$ cat config.mk
export PLATFORM = sky130hd
export DESIGN_NAME = safe_seq_detector_flat
export DESIGN_NICKNAME = d
export VERILOG_FILES = /design/src/rtl/safe_seq_detector_if.sv /design/src/rtl/safe_seq_detector.sv /design/src/flat_wrapper.sv
export SDC_FILE = /design/constraint.sdc
export NUM_CORES = 1
export LEC_CHECK = 0
export ABC_AREA = 0
export BUFFER_PORTS_ARGS = -buffer_cell sky130_fd_sc_hd__buf_4
export CELL_PAD_IN_SITES_DETAIL_PLACEMENT = 1
export CELL_PAD_IN_SITES_GLOBAL_PLACEMENT = 1
export CORE_MARGIN = 2
export CORE_UTILIZATION = 37
export CTS_CLUSTER_SIZE = 14
export DETAILED_ROUTE_END_ITERATION = 10
export PLACE_DENSITY_LB_ADDON = 0.1
export SKIP_LAST_GASP = 1
export SYNTH_ARGS = -nofsm -noshare
export SYNTH_HDL_FRONTEND = slang
export SYNTH_SLANG_ARGS = --single-unit
export TNS_END_PERCENT = 50
$ cat constraint.sdc
create_clock -name clk -period 1.9 [get_ports clk]
set_clock_uncertainty 0.15 [all_clocks]
set_input_delay 0.475 -clock clk [delete_from_list [all_inputs] [get_ports clk]]
set_output_delay 0.475 -clock clk [all_outputs]
set_load 0.02 [all_outputs]
$ cat src/rtl/safe_seq_detector_if.sv
// safe_seq_detector_if: symbol stream, test controls and status outputs of the sequence detector
interface safe_seq_detector_if #(
  parameter int DATA_W = 1,
  parameter int STATE_W = 3,
  parameter int ERR_CNT_W = 8
);
  logic [DATA_W-1:0] data_in;
  logic data_valid;
  logic clear_err;
  logic inject_en;
  logic [STATE_W-1:0] inject_val;
  logic match;
  logic [STATE_W-1:0] state_out;
  logic illegal;
  logic [ERR_CNT_W-1:0] err_count;
  modport master (
    output data_in, data_valid, clear_err, inject_en, inject_val,
    input match, state_out, illegal, err_count
  );
  modport slave (
    input data_in, data_valid, clear_err, inject_en, inject_val,
    output match, state_out, illegal, err_count
  );
endinterface

$ cat src/rtl/safe_seq_detector.sv
// safe_seq_detector: KMP/restart pattern detector with illegal-state recovery and error counting
module safe_seq_detector #(
  parameter int DATA_W = 1,
  parameter int PAT_LEN = 4,
  parameter logic [PAT_LEN*DATA_W-1:0] PATTERN = 4'b1011,
  parameter bit OVERLAP = 1'b1,
  parameter int ERR_CNT_W = 8
) (
  input logic clk,
  input logic reset,
  safe_seq_detector_if.slave bus
);
  localparam int STATE_W = $clog2(PAT_LEN + 1);
  typedef logic [STATE_W-1:0] st_t;
  function automatic logic [DATA_W-1:0] sym(int i);
    return PATTERN[(PAT_LEN-1-i)*DATA_W +: DATA_W];
  endfunction
  // bit k*PAT_LEN+m: P[0..m-1] is a suffix of P[0..k-1]
  function automatic logic [PAT_LEN*PAT_LEN-1:0] borders();
    logic [PAT_LEN*PAT_LEN-1:0] b;
    b = '0;
    for (int k = 0; k < PAT_LEN; k++)
      for (int m = 0; m <= k; m++) begin
        b[k*PAT_LEN+m] = 1'b1;
        for (int i = 0; i < m; i++)
          if (sym(i) != sym(k-m+i)) b[k*PAT_LEN+m] = 1'b0;
      end
    return b;
  endfunction
  function automatic int border_len();
    int f;
    f = 0;
    for (int m = 1; m < PAT_LEN; m++) begin
      logic ok;
      ok = 1'b1;
      for (int i = 0; i < m; i++)
        if (sym(i) != sym(PAT_LEN-m+i)) ok = 1'b0;
      if (ok) f = m;
    end
    return f;
  endfunction
  localparam logic [PAT_LEN*PAT_LEN-1:0] BORD = borders();
  localparam st_t FB = st_t'(border_len());
  st_t state, nstate, dlt;
  logic hit, nhit, ill, nill, bad, last;
  logic [DATA_W-1:0] pk;
  logic [ERR_CNT_W-1:0] cnt, ncnt;
  always_comb begin
    pk = '0;
    dlt = '0;
    for (int k = 0; k < PAT_LEN; k++)
      if (state == st_t'(k)) begin
        pk = sym(k);
        for (int j = 1; j <= k; j++)
          if (BORD[k*PAT_LEN+j-1] && sym(j-1) == bus.data_in) dlt = st_t'(j);
      end
    bad = {1'b0, state} >= (STATE_W+1)'(PAT_LEN);
    last = state == st_t'(PAT_LEN - 1);
    nstate = state;
    nhit = 1'b0;
    nill = bus.clear_err ? 1'b0 : ill;
    ncnt = bus.clear_err ? '0 : cnt;
    if (bus.inject_en) nstate = bus.inject_val;
    else if (bad) begin
      nstate = '0;
      nill = 1'b1;
      ncnt = &ncnt ? ncnt : ncnt + 1'b1;
    end else if (bus.data_valid) begin
      if (bus.data_in == pk) begin
        nhit = last;
        nstate = last ? (OVERLAP ? FB : '0) : state + 1'b1;
      end else nstate = OVERLAP ? dlt : st_t'(bus.data_in == sym(0));
    end
  end
  always_ff @(posedge clk or posedge reset)
    if (reset) begin
      state <= '0;
      hit <= 1'b0;
      ill <= 1'b0;
      cnt <= '0;
    end else begin
      state <= nstate;
      hit <= nhit;
      ill <= nill;
      cnt <= ncnt;
    end
  assign bus.state_out = state;
  assign bus.match = hit;
  assign bus.illegal = ill;
  assign bus.err_count = cnt;
endmodule

$ cat src/flat_wrapper.sv
// flat-port wrapper written by rule: the top's interface ports become plain ports
module safe_seq_detector_flat 
#(
  parameter int DATA_W = 1,
  parameter int PAT_LEN = 4,
  parameter logic [PAT_LEN*DATA_W-1:0] PATTERN = 4'b1011,
  parameter bit OVERLAP = 1'b1,
  parameter int ERR_CNT_W = 8
)
  (clk, reset, bus_data_in, bus_data_valid, bus_clear_err, bus_inject_en, bus_inject_val, bus_match, bus_state_out, bus_illegal, bus_err_count);
  safe_seq_detector_if #(.DATA_W(DATA_W), .STATE_W(3), .ERR_CNT_W(ERR_CNT_W)) bus_i ();
  input logic clk;
  input logic reset;
  input wire logic [$bits(bus_i.data_in)-1:0] bus_data_in;
  input wire logic [$bits(bus_i.data_valid)-1:0] bus_data_valid;
  input wire logic [$bits(bus_i.clear_err)-1:0] bus_clear_err;
  input wire logic [$bits(bus_i.inject_en)-1:0] bus_inject_en;
  input wire logic [$bits(bus_i.inject_val)-1:0] bus_inject_val;
  output wire logic [$bits(bus_i.match)-1:0] bus_match;
  output wire logic [$bits(bus_i.state_out)-1:0] bus_state_out;
  output wire logic [$bits(bus_i.illegal)-1:0] bus_illegal;
  output wire logic [$bits(bus_i.err_count)-1:0] bus_err_count;
  assign bus_i.data_in = bus_data_in;
  assign bus_i.data_valid = bus_data_valid;
  assign bus_i.clear_err = bus_clear_err;
  assign bus_i.inject_en = bus_inject_en;
  assign bus_i.inject_val = bus_inject_val;
  assign bus_match = bus_i.match;
  assign bus_state_out = bus_i.state_out;
  assign bus_illegal = bus_i.illegal;
  assign bus_err_count = bus_i.err_count;
  safe_seq_detector #(.DATA_W(DATA_W), .PAT_LEN(PAT_LEN), .PATTERN(PATTERN), .OVERLAP(OVERLAP), .ERR_CNT_W(ERR_CNT_W)) u_core (.clk(clk), .reset(reset), .bus(bus_i));
endmodule
==> flow_summary.json, run 1 <==
{
  "synthXorXnorAreaFrac": 0.0114,
  "drive_above_1_share": 0.330,
  "post_cts_buffers": 0,
  "initial_core_util": 0.392,
  "yosys.area_share.simple": 0.239,
  "dp_hpwl_um": 1420,
  "tightest_slew_ps": 519,
  "drtAntennaViolNets": 0,
  "grt_pass1_wl_um": 3040,
  "cts_resized": 0,
  "max_freq_mhz": 599,
  "synth.avg_cell_area_um2": 10.1,
  "synth_adder_area_share": 0.0814,
  "net-switching-power_mw": 0.164,
  "grt_max_degree": 14,
  "maxCapViolations": 0,
  "cts_root_buf": "clkbuf_4",
  "grt_pass1_vias": 693,
  "pwr-share-clk": 0.317,
  "ff_latch_area_um2": 325,
  "h-tree-depth": 1,
  "cp.required_ps": 1950,
  "cp_max_fo": 3,
  "finalSetupViolCount": 0,
  "rows": 16,
  "synth_cell_type_count": 28,
  "drt_iter0_drc": 6,
  "worstReg2RegStart": "u_core.bus.err_count[0]$_DFF_PP0_",
  "synth-seq-area-share": 0.423,
  "grtUsageTotal": 0.167,
  "tritoncts": "yes",
  "grt_overflow": 0,
  "synth_top_cell_by_area": "dfrtp_1",
  "power.leakage_nw": 0.525,
  "r2r-end": "u_core.bus.err_count[6]$_DFF_PP0_",
  "fin_crit_ps": 1670,
  "finalCritPeriodShare": 0.879,
  "vias": 668,
  "syn2layout_area_growth_pct": 30.1,
  "max-slew-margin-rel": 0.654,
  "status": "completed",
  "cp.arrival_ps": 1720,
  "place.gp.congestion": 0.881,
  "via_per_inst": 5.14,
  "finalHoldViolations": 0,
  "ctsHoldBuffers": 0,
  "final_nets": 118,
  "synth_area_leaders": "dfrtp_1 (42%), ha_1 (8.1%), inv_1 (3.9%), a311oi_1 (3.4%), nor2b_1 (3.3%)",
  "worstSetupStartpoint": "u_core.bus.err_count[0]$_DFF_PP0_",
  "clk_pin_slew_ps": 90,
  "die_y_um": 49.6,
  "yosys_warnings": 0,
  "antenna_found_initial": 0,
  "synthMuxAreaShare": 0.0195,
  "peakVddDrop_mv": 0.358,
  "internal_power_mw": 0.415,
  "dieWidth_um": 49.6,
  "cts_max_path_buffers": 2,
  "worstSetupPathType": "register to register",
  "synth_seq_cells": 13,
  "dieArea_mm2": 0.00246,
  "synth_compound_area_frac": 0.171,
  "drcViolationCount": 0,
  "multi_input_area_um2": 404,
  "finalWirelength_um": 1780,
  "synth_top_area_frac": 0.423,
  "whs_ps": 59.9,
  "n_fill_cell": 250,
  "switching_share": 0.283,
  "io_buffers": 21,
  "synth_fp_nets": 90,
  "drt_first_pass_iters": 4,
  "io_pins": 22,
  "p_comb_frac": 0.171,
  "clk_latency_ps": 290,
  "netlist_area_um2": 768,
  "cp-start-kind": "register",
  "cts_made_buffers": 3,
  "syn_inst": 76,
  "regToRegSetupSlack_ps": 230,
  "hp-class": "primary input to async pin",
  "crit_path_end": "u_core.bus.err_count[6]$_DFF_PP0_",
  "rsz0062_at_grt": "no",
  "pre_cts_ws_ps": -34.2,
  "synth_top_family_by_area": "simple AND/OR/NAND/NOR gates",
  "end_kind": "register",
  "core-area_mm2": 0.00196,
  "diodes": 0,
  "rr_worst_depth": 6,
  "seq_power_share": 0.512,
  "route.detailed.wl_per_inst_um": 13.7,
  "power_density_mw_per_mm2": 579,
  "clock-sinks": 13,
  "setup_ws_ps": 229,
  "finalMaxSlewViolations": 0
}
[power by group through the flow]
stage	Clock (mW)	Combinational, mW	Sequential (mW)
floorplan	0	0.0458	0.312
global placement	0	0.0987	0.301
detailed placement	0	0.100	0.302
CTS	0.190	0.101	0.297
global route	0.199	0.110	0.298
finish	0.184	0.0989	0.296
[synthesized netlist by cell type, drive strengths merged]
cell type	n
dfrtp	13
inv	8
ha	5
nand2	5
o21ai	5
a21oi	4
nor2	4
nor2b	4
nor3	4
a311oi	3
nand2b	3
a211oi	2
a31oi	2
and3	2
and4	2
nand3b	2
a22o	1
and2	1
buf	1
mux2	1
nor4	1
o21ba	1
o21bai	1
xor2	1
[cell usage in the layout, fill, tap and decap left out, drive strengths merged, types with 2 or more instances in the layout]
cell type,synthesis,routed
nand2,5,5
and4,2,2
nand3b,2,2
nand2b,3,3
buf,1,24
nor2b,4,4
nor2,4,4
a21oi,4,4
nor3,4,4
dfrtp,13,13
a31oi,2,2
and3,2,2
a211oi,2,2
o21ai,5,5
inv,8,8
ha,5,5
clkbuf,0,4
a311oi,3,3
[metrics by stage]
step / cell area, um2 / setup TNS [ps] / std cells / util / total power [mW]
after floorplan: 768 / 0 / 76 / - / 0.357
after global placement: 971 / 0 / 126 / 0.495 / 0.400
after detailed placement: 971 / -34.2 / 126 / 0.495 / 0.402
after CTS: 997 / 0 / 130 / 0.508 / 0.588
after global routing: 1000 / 0 / 130 / 0.510 / 0.608
final: 1000 / 0 / 130 / 0.510 / 0.579
[cells by family after synthesis]
group | Yosys count
simple gates | 28
mux | 1
xor+xnor | 1
compound gates | 19
buf+inv | 9
flops | 13
fa+ha+maj | 5
[worst min path at each step]
stage          cells after the start                             endpoint  slack (ps)                                start
2_1_floorplan                      1    u_core.bus.err_count[0]$_DFF_PP0_         200                                reset
3_3_place_gp                       1           u_core.bus.match$_DFF_PP0_         360  u_core.bus.state_out[2]$_DFFE_PP0P_
3_5_place_dp                       1           u_core.bus.match$_DFF_PP0_         360  u_core.bus.state_out[2]$_DFFE_PP0P_
4_1_cts                            2  u_core.bus.state_out[1]$_DFFE_PP0P_          80                                reset
5_1_grt                            2    u_core.bus.err_count[3]$_DFF_PP0_         110                                reset
6_report                           2    u_core.bus.err_count[2]$_DFF_PP0_          60                                reset
[worst max-delay path, stage by stage, from the launching register on]
cell      delay [ps]
dfrtp_1          380
nor2b_1          200
ha_1             250
nand3b_1         130
nor2_2           150
a31oi_1          100
a311oi_1         240
[layer usage]
| metal | vias to the layer above | global-route usage | routed length [um] |
|---|---|---|---|
| li1 | 323 | - | - |
| met1 | 322 | 0.190 | 734 |
| met2 | 17 | 0.282 | 910 |
| met3 | 6 | 0.0394 | 88 |
| met4 | 0 | 0.0972 | 42 |
| met5 | - | 0 | 0 |
[area by class of cell]
type	count	area share
Sequential cell	13	0.325
Timing Repair Buffer	24	0.180
Multi-Input combinational cell	54	0.404
Inverter	8	0.0300
Clock buffer	4	0.0263
Tap cell	27	0.0338
[flip-flops by register name, summed over array words and instances, names as in the netlist]
signal / cells
u_core.bus.err_count: 8
u_core.bus.match: 1
u_core.bus.state_out: 3
u_core.bus.illegal: 1
(Power assumes the default switching activity.)
==> inputs of run 2 (changes only) <==
--- a/config.mk
+++ b/config.mk
@@ -6,13 +6,13 @@
 export NUM_CORES = 1
 export LEC_CHECK = 0
 export ABC_AREA = 0
-export BUFFER_PORTS_ARGS = -buffer_cell sky130_fd_sc_hd__buf_4
 export CELL_PAD_IN_SITES_DETAIL_PLACEMENT = 1
 export CELL_PAD_IN_SITES_GLOBAL_PLACEMENT = 1
 export CORE_MARGIN = 2
-export CORE_UTILIZATION = 37
+export CORE_UTILIZATION = 45
 export CTS_CLUSTER_SIZE = 14
 export DETAILED_ROUTE_END_ITERATION = 10
+export DONT_BUFFER_PORTS = 1
 export PLACE_DENSITY_LB_ADDON = 0.1
 export SKIP_LAST_GASP = 1
 export SYNTH_ARGS = -nofsm -noshare
==> flow_summary.json, run 2 (synthesis gave the netlist of run 1 again) <==
{
  "status": "completed",
  "vias": 585,
  "initial_core_util": 0.493,
  "max-slew-margin-rel": 0.682,
  "largest_register_ffs": 8,
  "final_common_cell": "dfrtp_1",
  "totalPowerFinal_mw": 0.547,
  "antenna_found_initial": 0,
  "power_density_mw_per_mm2": 621,
  "drt_first_pass_iters": 4,
  "drcViolationCount": 0,
  "via_per_inst": 5.63,
  "cp-start-kind": "register",
  "drtAntennaViolNets": 0,
  "cts_root_buf": "clkbuf_4",
  "rows": 14,
  "slowest_delay_ps": 380,
  "die_y_um": 45.3,
  "cts_max_path_buffers": 2,
  "io_buffers": 0,
  "grt_max_degree": 14,
  "diodes": 0,
  "drive_above_1_share": 0.227,
  "finalCritPeriodShare": 0.902,
  "drt_iter0_drc": 15,
  "grt_pass1_wl_um": 2720,
  "dieWidth_um": 45.3,
  "n_fill_cell": 163,
  "timing.setup.tns_ps": 0,
  "cp_num_cells": 6,
  "critPathBufInv": 0,
  "grt_overflow": 0,
  "cts_made_buffers": 3,
  "worstPathCellList": "nor2b_1 > ha_2 > nand3b_1 > nor2_2 > and3_1 > a311oi_1",
  "route.detailed.wl_per_inst_um": 15.9,
  "stdcell_count": 104,
  "worstSetupPathType": "register to register",
  "fin_util": 0.565,
  "end_kind": "register",
  "cp_top_family": "simple AND/OR/NAND/NOR gates",
  "maxCapViolations": 0,
  "rsz0062_at_grt": "no",
  "finalHoldViolations": 0,
  "h-tree-depth": 1,
  "final_nets": 103,
  "peakVddDrop_mv": 0.325,
  "post_cts_buffers": 0,
  "cp.required_ps": 1940,
  "grtUsageTotal": 0.201,
  "final_cell_mix": "dfrtp_1 (13), inv_1 (8), buf_4 (8)",
  "max_freq_mhz": 583,
  "dp_hpwl_um": 1320,
  "cp_max_fo": 4,
  "crit_slowest_cell": "dfrtp_1",
  "place.gp.congestion": 0.720,
  "clk_latency_ps": 300,
  "finalSetupViolCount": 0,
  "core-area_mm2": 0.00156,
  "tritoncts": "yes",
  "grt_pass1_vias": 586,
  "whs_path_depth": 1,
  "finalMaxSlewViolations": 0,
  "multi_input_area_um2": 409,
  "dp_cells": 99,
  "finalWirelength_um": 1650,
  "place_area_um2": 837,
  "rr_worst_depth": 6,
  "ff_latch_area_um2": 325,
  "clk_pin_slew_ps": 70,
  "dieArea_mm2": 0.00205,
  "clock-sinks": 13,
  "io_pins": 22,
  "hp-class": "primary input to register",
  "power.leakage_nw": 0.449,
  "tightest_slew_ps": 477,
  "cp.arrival_ps": 1750,
  "fin_crit_ps": 1710,
  "final_area_um2": 881,
  "syn2layout_area_growth_pct": 14.7
}
## run 2: cell count changes in the layout (fill, tap and decap cells not counted)
cell / before / now
nor2b_2: 0 / 1
buf_4: 24 / 8
nor2b_1: 4 / 3
ha_1: 5 / 4
ha_2: 0 / 1
dlygate4sd3_1: 0 / 1
## run 2: worst register-to-register path: cells and delay by family, from the launching register on
family | cells | cell delay [ps]
AOI/OAI and AO/OA | 1 | 300
adders and majority gates | 1 | 200
DFF | 1 | 380
and+or+nand+nor | 4 | 590
## run 2: metrics by stage
step	setup slack (ps)	hold slack [ps]
floorplan	81.7	202
detailed placement	4.95	263
global placement	151	260
global route	9.81	66.2
CTS	113	83.6
finish	186	88.1
## run 2: layout make-up
type                    instances  area share
multi-input cells              54       0.464
flip-flops and latches         13       0.369
repair buffers                  9      0.0795
inverters                       8      0.0341
clock buffers                   4      0.0298
well taps                      16      0.0227
## run 2: final timing paths
kind	from	to	slack (ps)
worst max register to register	u_core.bus.err_count[1]$_DFF_PP0_	u_core.bus.err_count[6]$_DFF_PP0_	190
max in group asynchronous	reset	u_core.bus.state_out[2]$_DFFE_PP0P_	800
worst min register to register	u_core.bus.illegal$_DFF_PP0_	u_core.bus.illegal$_DFF_PP0_	480
min in group asynchronous	reset	u_core.bus.match$_DFF_PP0_	480
worst max-delay path	u_core.bus.err_count[1]$_DFF_PP0_	u_core.bus.err_count[6]$_DFF_PP0_	190
worst min-delay path	bus_clear_err	u_core.bus.err_count[7]$_DFF_PP0_	90
## run 2: per-layer routing
metal / track usage / part of all wire / vias up
li1: - / - / 298
met1: 0.263 / 0.46 / 264
met2: 0.269 / 0.43 / 19
met3: 0.0880 / 0.077 / 4
met4: 0.124 / 0.025 / 0
met5: 0 / 0 / -
## run 2: timing repair
action / CTS / global route
endpoints found under the setup margin: 0 / 1
hold endpoints to repair: 13 / 0
resized for setup: 0 / 3
hold buffers: 1 / 0
## run 2: report_power, final
part	switching [mW]	internal, mW	total, mW
registers	0.0149	0.286	0.301
clock network	0.0981	0.0820	0.180
logic	0.0361	0.0302	0.0663
